`config.mk`:
```
export PLATFORM = sky130hd
export DESIGN_NAME = fetch_stage
export DESIGN_NICKNAME = d
export VERILOG_FILES = /design/src/rtl/fetch_stage.sv
export SDC_FILE = /design/constraint.sdc
export NUM_CORES = 1
export LEC_CHECK = 0
export ABC_AREA = 1
export BUFFER_PORTS_ARGS = -buffer_cell sky130_fd_sc_hd__buf_2
export CAP_MARGIN = 20
export CORE_MARGIN = 2
export CORE_UTILIZATION = 55
export DETAILED_ROUTE_END_ITERATION = 16
export GPL_TIMING_DRIVEN = 0
export PLACE_DENSITY = 0.81
export SYNTH_ARGS = -nofsm -noshare
export SYNTH_HDL_FRONTEND = slang
export SYNTH_SLANG_ARGS = --single-unit
```
`constraint.sdc`:
```
create_clock -name clk -period 2.3 [get_ports clk]
set_clock_uncertainty 0.15 [all_clocks]
set_input_delay 0.46 -clock clk [delete_from_list [all_inputs] [get_ports clk]]
set_output_delay 0.46 -clock clk [all_outputs]
set_load 0.05 [all_outputs]
```
`src/rtl/fetch_stage.sv`:
```
// Fetch stage: owns the PC, drives a 1-cycle sync ROM, fills the F/D latch; 2 edges addr->fd.
// Backpressure: stall or en=0 freezes PC/request/F-D, skid-capturing the ROM word; flush redirects and squashes.
module fetch_stage #(
  parameter int unsigned      WIDTH    = 32,
  parameter logic [WIDTH-1:0] RESET_PC = '0
) (
  input  logic             clk,
  input  logic             clr,
  input  logic             en,
  input  logic             stall,
  input  logic             flush,
  input  logic [WIDTH-1:0] target,
  output logic [WIDTH-1:0] imem_addr,
  input  logic [WIDTH-1:0] imem_data,
  output logic [WIDTH-1:0] fd_pc,
  output logic [WIDTH-1:0] fd_insn,
  output logic [WIDTH-1:0] fd_pc_plus1,
  output logic             fd_valid
);

  localparam logic [WIDTH-1:0] ONE = {{(WIDTH-1){1'b0}}, 1'b1};

  typedef enum logic {EMPTY, HELD} skid_t;

  logic [WIDTH-1:0] pc;
  logic [WIDTH-1:0] req_pc;
  logic             req_valid;
  logic [WIDTH-1:0] hold_insn;
  skid_t            skid;
  logic             held;
  logic             advance;
  logic             redirect;
  logic [WIDTH-1:0] insn_in;

  assign held      = (skid == HELD);
  assign advance   = en & ~stall & ~flush;
  assign redirect  = en & flush;
  assign insn_in   = held ? hold_insn : imem_data;
  assign imem_addr = pc;

  always_ff @(posedge clk) begin
    if (!clr) begin
      pc          <= RESET_PC;
      req_pc      <= '0;
      req_valid   <= 1'b0;
      hold_insn   <= '0;
      skid        <= EMPTY;
      fd_pc       <= '0;
      fd_insn     <= '0;
      fd_pc_plus1 <= '0;
      fd_valid    <= 1'b0;
    end else if (redirect) begin
      pc        <= target;
      req_valid <= 1'b0;
      skid      <= EMPTY;
      fd_valid  <= 1'b0;
      fd_insn   <= '0;
    end else if (advance) begin
      pc          <= pc + ONE;
      req_pc      <= pc;
      req_valid   <= 1'b1;
      fd_pc       <= req_pc;
      fd_pc_plus1 <= req_pc + ONE;
      fd_insn     <= req_valid ? insn_in : '0;
      fd_valid    <= req_valid;
      skid        <= EMPTY;
    end else if (req_valid && !held) begin
      // ROM keeps re-reading pc (one ahead), so the requested word is only valid this edge
      hold_insn <= imem_data;
      skid      <= HELD;
    end
  end

endmodule

```
Word-level counts from Yosys, hierarchy flattened
Index checks and enable logic that the tools add are counted.
Word-level totals
  logic and storage cells: 30
  memories kept: 0
  memory bits (read-only): 0
  bits in latches: 0
  output and inout port bits: 129
  bits in writable memories: 0
  register bits after elaboration: 195
  input port bits: 69
Cells by class
  muxes and demuxes: 4
  order comparisons: 0
  add/sub/neg operators: 2
  div/mod/pow operators: 0
  multiply operators: 0
  eq/ne operators: 0
  shifts and indexed selects: 0
  reductions and logical operators: 7
  bitwise operators: 8
Operators by type and width (number)
  two-way mux 32 bit: 4
  adder 32 x 1 -> 32 bit (second input constant): 2
  inverter 1 bit: 5
  bitwise AND 1 bit: 3
  AND reduction 3 bit: 1
  OR reduction 3 bit: 1
  AND reduction 2 bit: 1
  nonzero test 2 bit: 1
  OR reduction 2 bit: 1
  logical AND 1 bit: 1
  logical NOT 1 bit: 1

Logic depth before layout (Yosys ltp)
  word-level depth: 5
  gate-level depth with buffers: 10
  mapped depth without buffers: 10

Least setup slack after synthesis
Ideal clock, no wire load.
  kind: flip-flop to flip-flop
  from: register pc[1], in the netlist imem_addr[1]
  to: register pc[18], in the netlist imem_addr[18]
  path buffers: 0
  required time: 2.036 ns
  cell stages (with the launch flop): 10
  clock period less this slack: 1.976 ns
  setup slack: 0.324 ns
  setup time: 0.114 ns
  arrival time: 1.712 ns
  cell sequence: dfxtp_1 ha_1 nand2_1 nor2_1 nand3_1 nor2_1 xor2_1 nand2_1 nand2_1 nand2_1
On the way
  longest elaborated chain between the ends: 3
RTL lines
  start: declaration: line 25  | logic [WIDTH-1:0] pc;
  start signal: assignment: line 53  | pc <= target;
  start signal: assignment: line 59  | pc <= pc + ONE;
  adder 32 x 1 -> 32 bit: line 59
  two-way mux 32 bit: line 58  | end else if (advance) begin
  two-way mux 32 bit: line 52  | end else if (redirect) begin
Every way passes these cells. The select of a mux whose other input is x is not followed.
A chain may end at the register's enable or synchronous reset.

Worst setup path in the final report
  from: register pc[9], in the netlist imem_addr[9]
  to: register pc[12], in the netlist imem_addr[12]
Same word-level chain as after synthesis.

==> impl_summary.log <==
INFO  metric core_region_area = 16410 um^2
INFO  metric outcome = finished, final reports clean
INFO  metric row_count = 47
INFO  metric max-slew-margin-rel = 42.72%
INFO  metric cp_common_cell = nand2_1
INFO  metric cp-end-kind = register
INFO  metric post_synth_fa_ha_maj_area_fraction = 0.2746%
INFO  metric p_leak = 4.757 nW
INFO  metric final.period_utilization = 92.36%
INFO  metric drtIter0Drc = 758
INFO  metric vias = 9622
INFO  metric floorplan.io_pins = 198
INFO  metric regToRegStartpoint = imem_addr[9]
INFO  metric ys_seq_area_share = 42.85%
INFO  metric htree_num_levels = 4
INFO  metric mean_number_of_vias_per_cell = 5.442
INFO  metric whs_endpoint = imem_addr[14]
INFO  metric worstHoldStart = target[14]
INFO  metric tritoncts = yes
INFO  metric cell_at_the_root_of_the_clock_tree = clkbuf_16
INFO  metric reg2regPathDepth = 9
INFO  metric synth.net_count = 1390
INFO  metric synth_cell_type_count = 38
INFO  metric grt_setup_unrepaired = no
INFO  metric ir_drop = 544.9 uV
INFO  metric power.density = 682.0 nW/um^2
INFO  metric max_cap_viol_count = 0
INFO  metric placedInstanceArea = 10370 um^2
INFO  metric drcViolationCount = 0
INFO  metric ff2ff_setup_slack = 0.18 ns
INFO  metric floorplan.die.width = 132.7 um
INFO  metric total_routed_length = 29110 um
INFO  metric finalHoldViolCount = 0
INFO  metric wire_per_inst = 16.46 um
INFO  metric cts.path.max_buffers = 2
INFO  metric worstMarginPinSlew = 0.8592 ns
INFO  metric groute.usage.overall = 33.26%
INFO  metric via_count_of_the_first_global_routing_pass = 8980
INFO  metric worst_skew_pair.late_latency = 0.44 ns
INFO  metric n_fill_cell = 1493
INFO  metric criticalPathCategory = register to register
INFO  metric post-route-cell-area = 10990 um^2
INFO  metric regArea = 3904 um^2
INFO  metric grt_pass1_wl = 46620 um
INFO  metric cts_setup_buffers = 0
INFO  metric syn_avg_cell_area = 6.908 um^2
INFO  metric period_minus_slack = 2.124 ns
INFO  metric rr_endpoint = imem_addr[12]
INFO  metric timing.critical_path.required = 2.48 ns
INFO  metric buffer_ports.inserted = 197
INFO  metric globalRouteOverflowTotal = 0
INFO  metric numClockSinks = 195
INFO  metric main_combinational_cell_family_by_area_after_synthesis = simple AND/OR/NAND/NOR gates
INFO  metric die_area = 17610 um^2
INFO  metric synth_edf_count = 0
INFO  metric flow.area_growth_from_synthesis = 20.65%
INFO  metric synth_seq_cells = 195
INFO  metric crit_arrival = 2.31 ns
INFO  metric die-height = 132.7 um
INFO  metric timing.critical_path.from_type = register
INFO  metric multi_input_area = 4589 um^2
INFO  metric number_of_failing_setup_endpoints_in_the_final_timing_report = 0
INFO  metric synth.area.mux_share = 3.516%
INFO  metric num-nets-final = 1606
INFO  metric netlist_instances = 1319
INFO  metric timing.critical_path.cells = nand2_1 -> nor2_1 -> inv_1 -> nor2_1 -> nand2_1 -> nand3_1 -> nand3_1 -> nand2_1 -> inv_1
INFO  metric mappedNetlistArea = 9111 um^2
INFO  metric post_cts_resized = 0
INFO  metric crit_fanout = 6
INFO  metric antenna_cells_inserted = 0
INFO  metric compound_gate_fraction_of_synth_area = 12.43%
INFO  metric final_layout_size_suffix_gt1_share = 19.44%
INFO  metric async_reset_ff_share = 0%
INFO  metric synth_simple_gate_area_share = 33.29%
INFO  metric hpwlAfterDp = 22120 um
INFO  metric initial_core_util = 55.53%
INFO  metric min_delay_path_depth = 3
INFO  metric fin_setup_tns = 0 ns
INFO  metric synth-warning-count = 0
INFO  metric detailed_router_iteration_count_before_antenna_repair = 7
INFO  metric drtAntennaViolNets = 0
INFO  metric cts_made_buffers = 17
INFO  metric postSynth.topFlopCell = dfxtp_1
INFO  metric crit_path_top_delay_cell = dfxtp_1
INFO  metric slew_viol_final = 0
INFO  metric place.gp.congestion = 0.9853
INFO  metric synthXorXnorAreaFrac = 0.8651%
INFO  metric longest_individual_stage_delay_on_the_worst_path = 0.51 ns
INFO  metric initial_antenna_violation_count = 0
INFO  metric fmaxAchievable = 0.4708 GHz
INFO  metric cts_clk_pin_slew_worst_paths = 0.08 ns
INFO  metric cts-hold-fix-buffers = 0
INFO  metric path_type_of_the_worst_min_delay_path = input port to register
INFO  metric grt_max_degree = 21
## critical path: cells and delay by family, from the launching register on
family                 cells  cell delay (ns)
buffers and inverters      2             0.13
DFF                        1             0.51
and+or+nand+nor            7             1.23
## cell usage after synthesis, types with 4 or more instances
| cell type | instances | share of area, % |
|---|---|---|
| xor2_1 | 8 | 0.77 |
| nand4_1 | 8 | 0.55 |
| clkbuf_1 | 24 | 0.99 |
| nor3_1 | 5 | 0.27 |
| mux2i_1 | 32 | 3.5 |
| inv_1 | 77 | 3.2 |
| dfxtp_1 | 195 | 43 |
| nor2_4 | 10 | 1.2 |
| nor2_2 | 9 | 0.62 |
| o21ai_1 | 14 | 0.77 |
| buf_1 | 5 | 0.21 |
| a31oi_1 | 7 | 0.48 |
| nand3b_1 | 10 | 0.82 |
| nand2_2 | 8 | 0.55 |
| nor2_1 | 230 | 9.5 |
| o211ai_1 | 5 | 0.41 |
| nand3_1 | 78 | 4.3 |
| o21ai_0 | 109 | 6.0 |
| a21oi_1 | 73 | 4.0 |
| buf_6 | 4 | 0.49 |
| nand2_1 | 353 | 15 |
| inv_2 | 6 | 0.25 |
| buf_2 | 29 | 1.6 |
## sequential cells by signal (all words and copies together) (netlist names), 32 cells and up
register / cells
hold_insn: 32
fd_pc_plus1: 32
imem_addr: 32
req_pc: 32
fd_pc: 32
fd_insn: 32
## logic make-up after synthesis
family,Yosys count
xor gates and xnor gates,9
DFF,195
adders and majority gates,2
buffers and inverters,146
and+or+nand+nor,718
AOI/OAI and AO/OA,217
muxes,32
## power breakdown
part           switching, mW  leakage (nW)  internal (mW)
sequential             0.122          1.58           3.47
clock                   1.50         0.296           1.60
combinational          0.579          2.88          0.229
## layout by cell type, fill, tap and decap left out, types with 2 or more instances in the layout
master,instances
nand2_1,353
o211ai_1,5
dfxtp_1,195
mux2i_1,32
nand2_2,8
clkbuf_16,17
o21bai_1,2
nor3_1,5
buf_1,5
nor4_1,2
clkinv_8,4
clkinvlp_4,2
xor2_1,8
a31oi_1,7
clkbuf_1,24
o21ai_0,109
nor2_4,10
inv_6,2
nor2_1,230
a21oi_1,73
o21ai_1,14
inv_1,77
inv_8,4
nand4_1,8
nand3_2,2
buf_2,226
nand3_1,78
nor2_2,9
buf_6,4
ha_1,2
inv_2,6
nand3b_1,10
a211oi_1,2
## metrics by stage
stage	setup WS, ns	total power [mW]	utilization [%]	cells	hold WS [ns]
after global placement	0.1079	4.457	63.22	1736	0.2769
after CTS	0.2828	7.501	67.00	1768	0.1290
after detailed placement	0.1207	4.468	63.22	1736	0.2867
after global routing	0.08233	7.725	67.00	1768	0.1349
final	0.1757	7.497	67.00	1768	0.1293
after floorplan	0.3241	4.173	-	1319	0.3031
## how the worst max path moves through the flow
stage	startpoint	to	slack [ns]
2_1_floorplan	imem_addr[1]	imem_addr[18]	0.32
3_3_place_gp	clr	imem_addr[21]	0.11
3_5_place_dp	clr	imem_addr[16]	0.12
4_1_cts	imem_addr[9]	imem_addr[12]	0.28
5_1_grt	imem_addr[9]	imem_addr[12]	0.08
6_report	imem_addr[9]	imem_addr[12]	0.18
## cell type report
class | count | share of cell area, %
buffer | 63 | 2.789
sequential | 195 | 35.51
tap | 220 | 2.504
multi-input combinational | 978 | 41.75
clock inverter | 14 | 1.650
inverter | 83 | 2.834
timing repair buffer | 197 | 8.969
clock buffer | 18 | 3.995
## per-layer routing
layer	global-route usage (%)	vias up	part of all wire, %
li1	-	4711	-
met1	44.17	4424	43
met2	53.05	404	45
met3	7.433	83	8.1
met4	12.66	0	3.5
met5	0	-	0
Power figures use the tool's default switching activity.
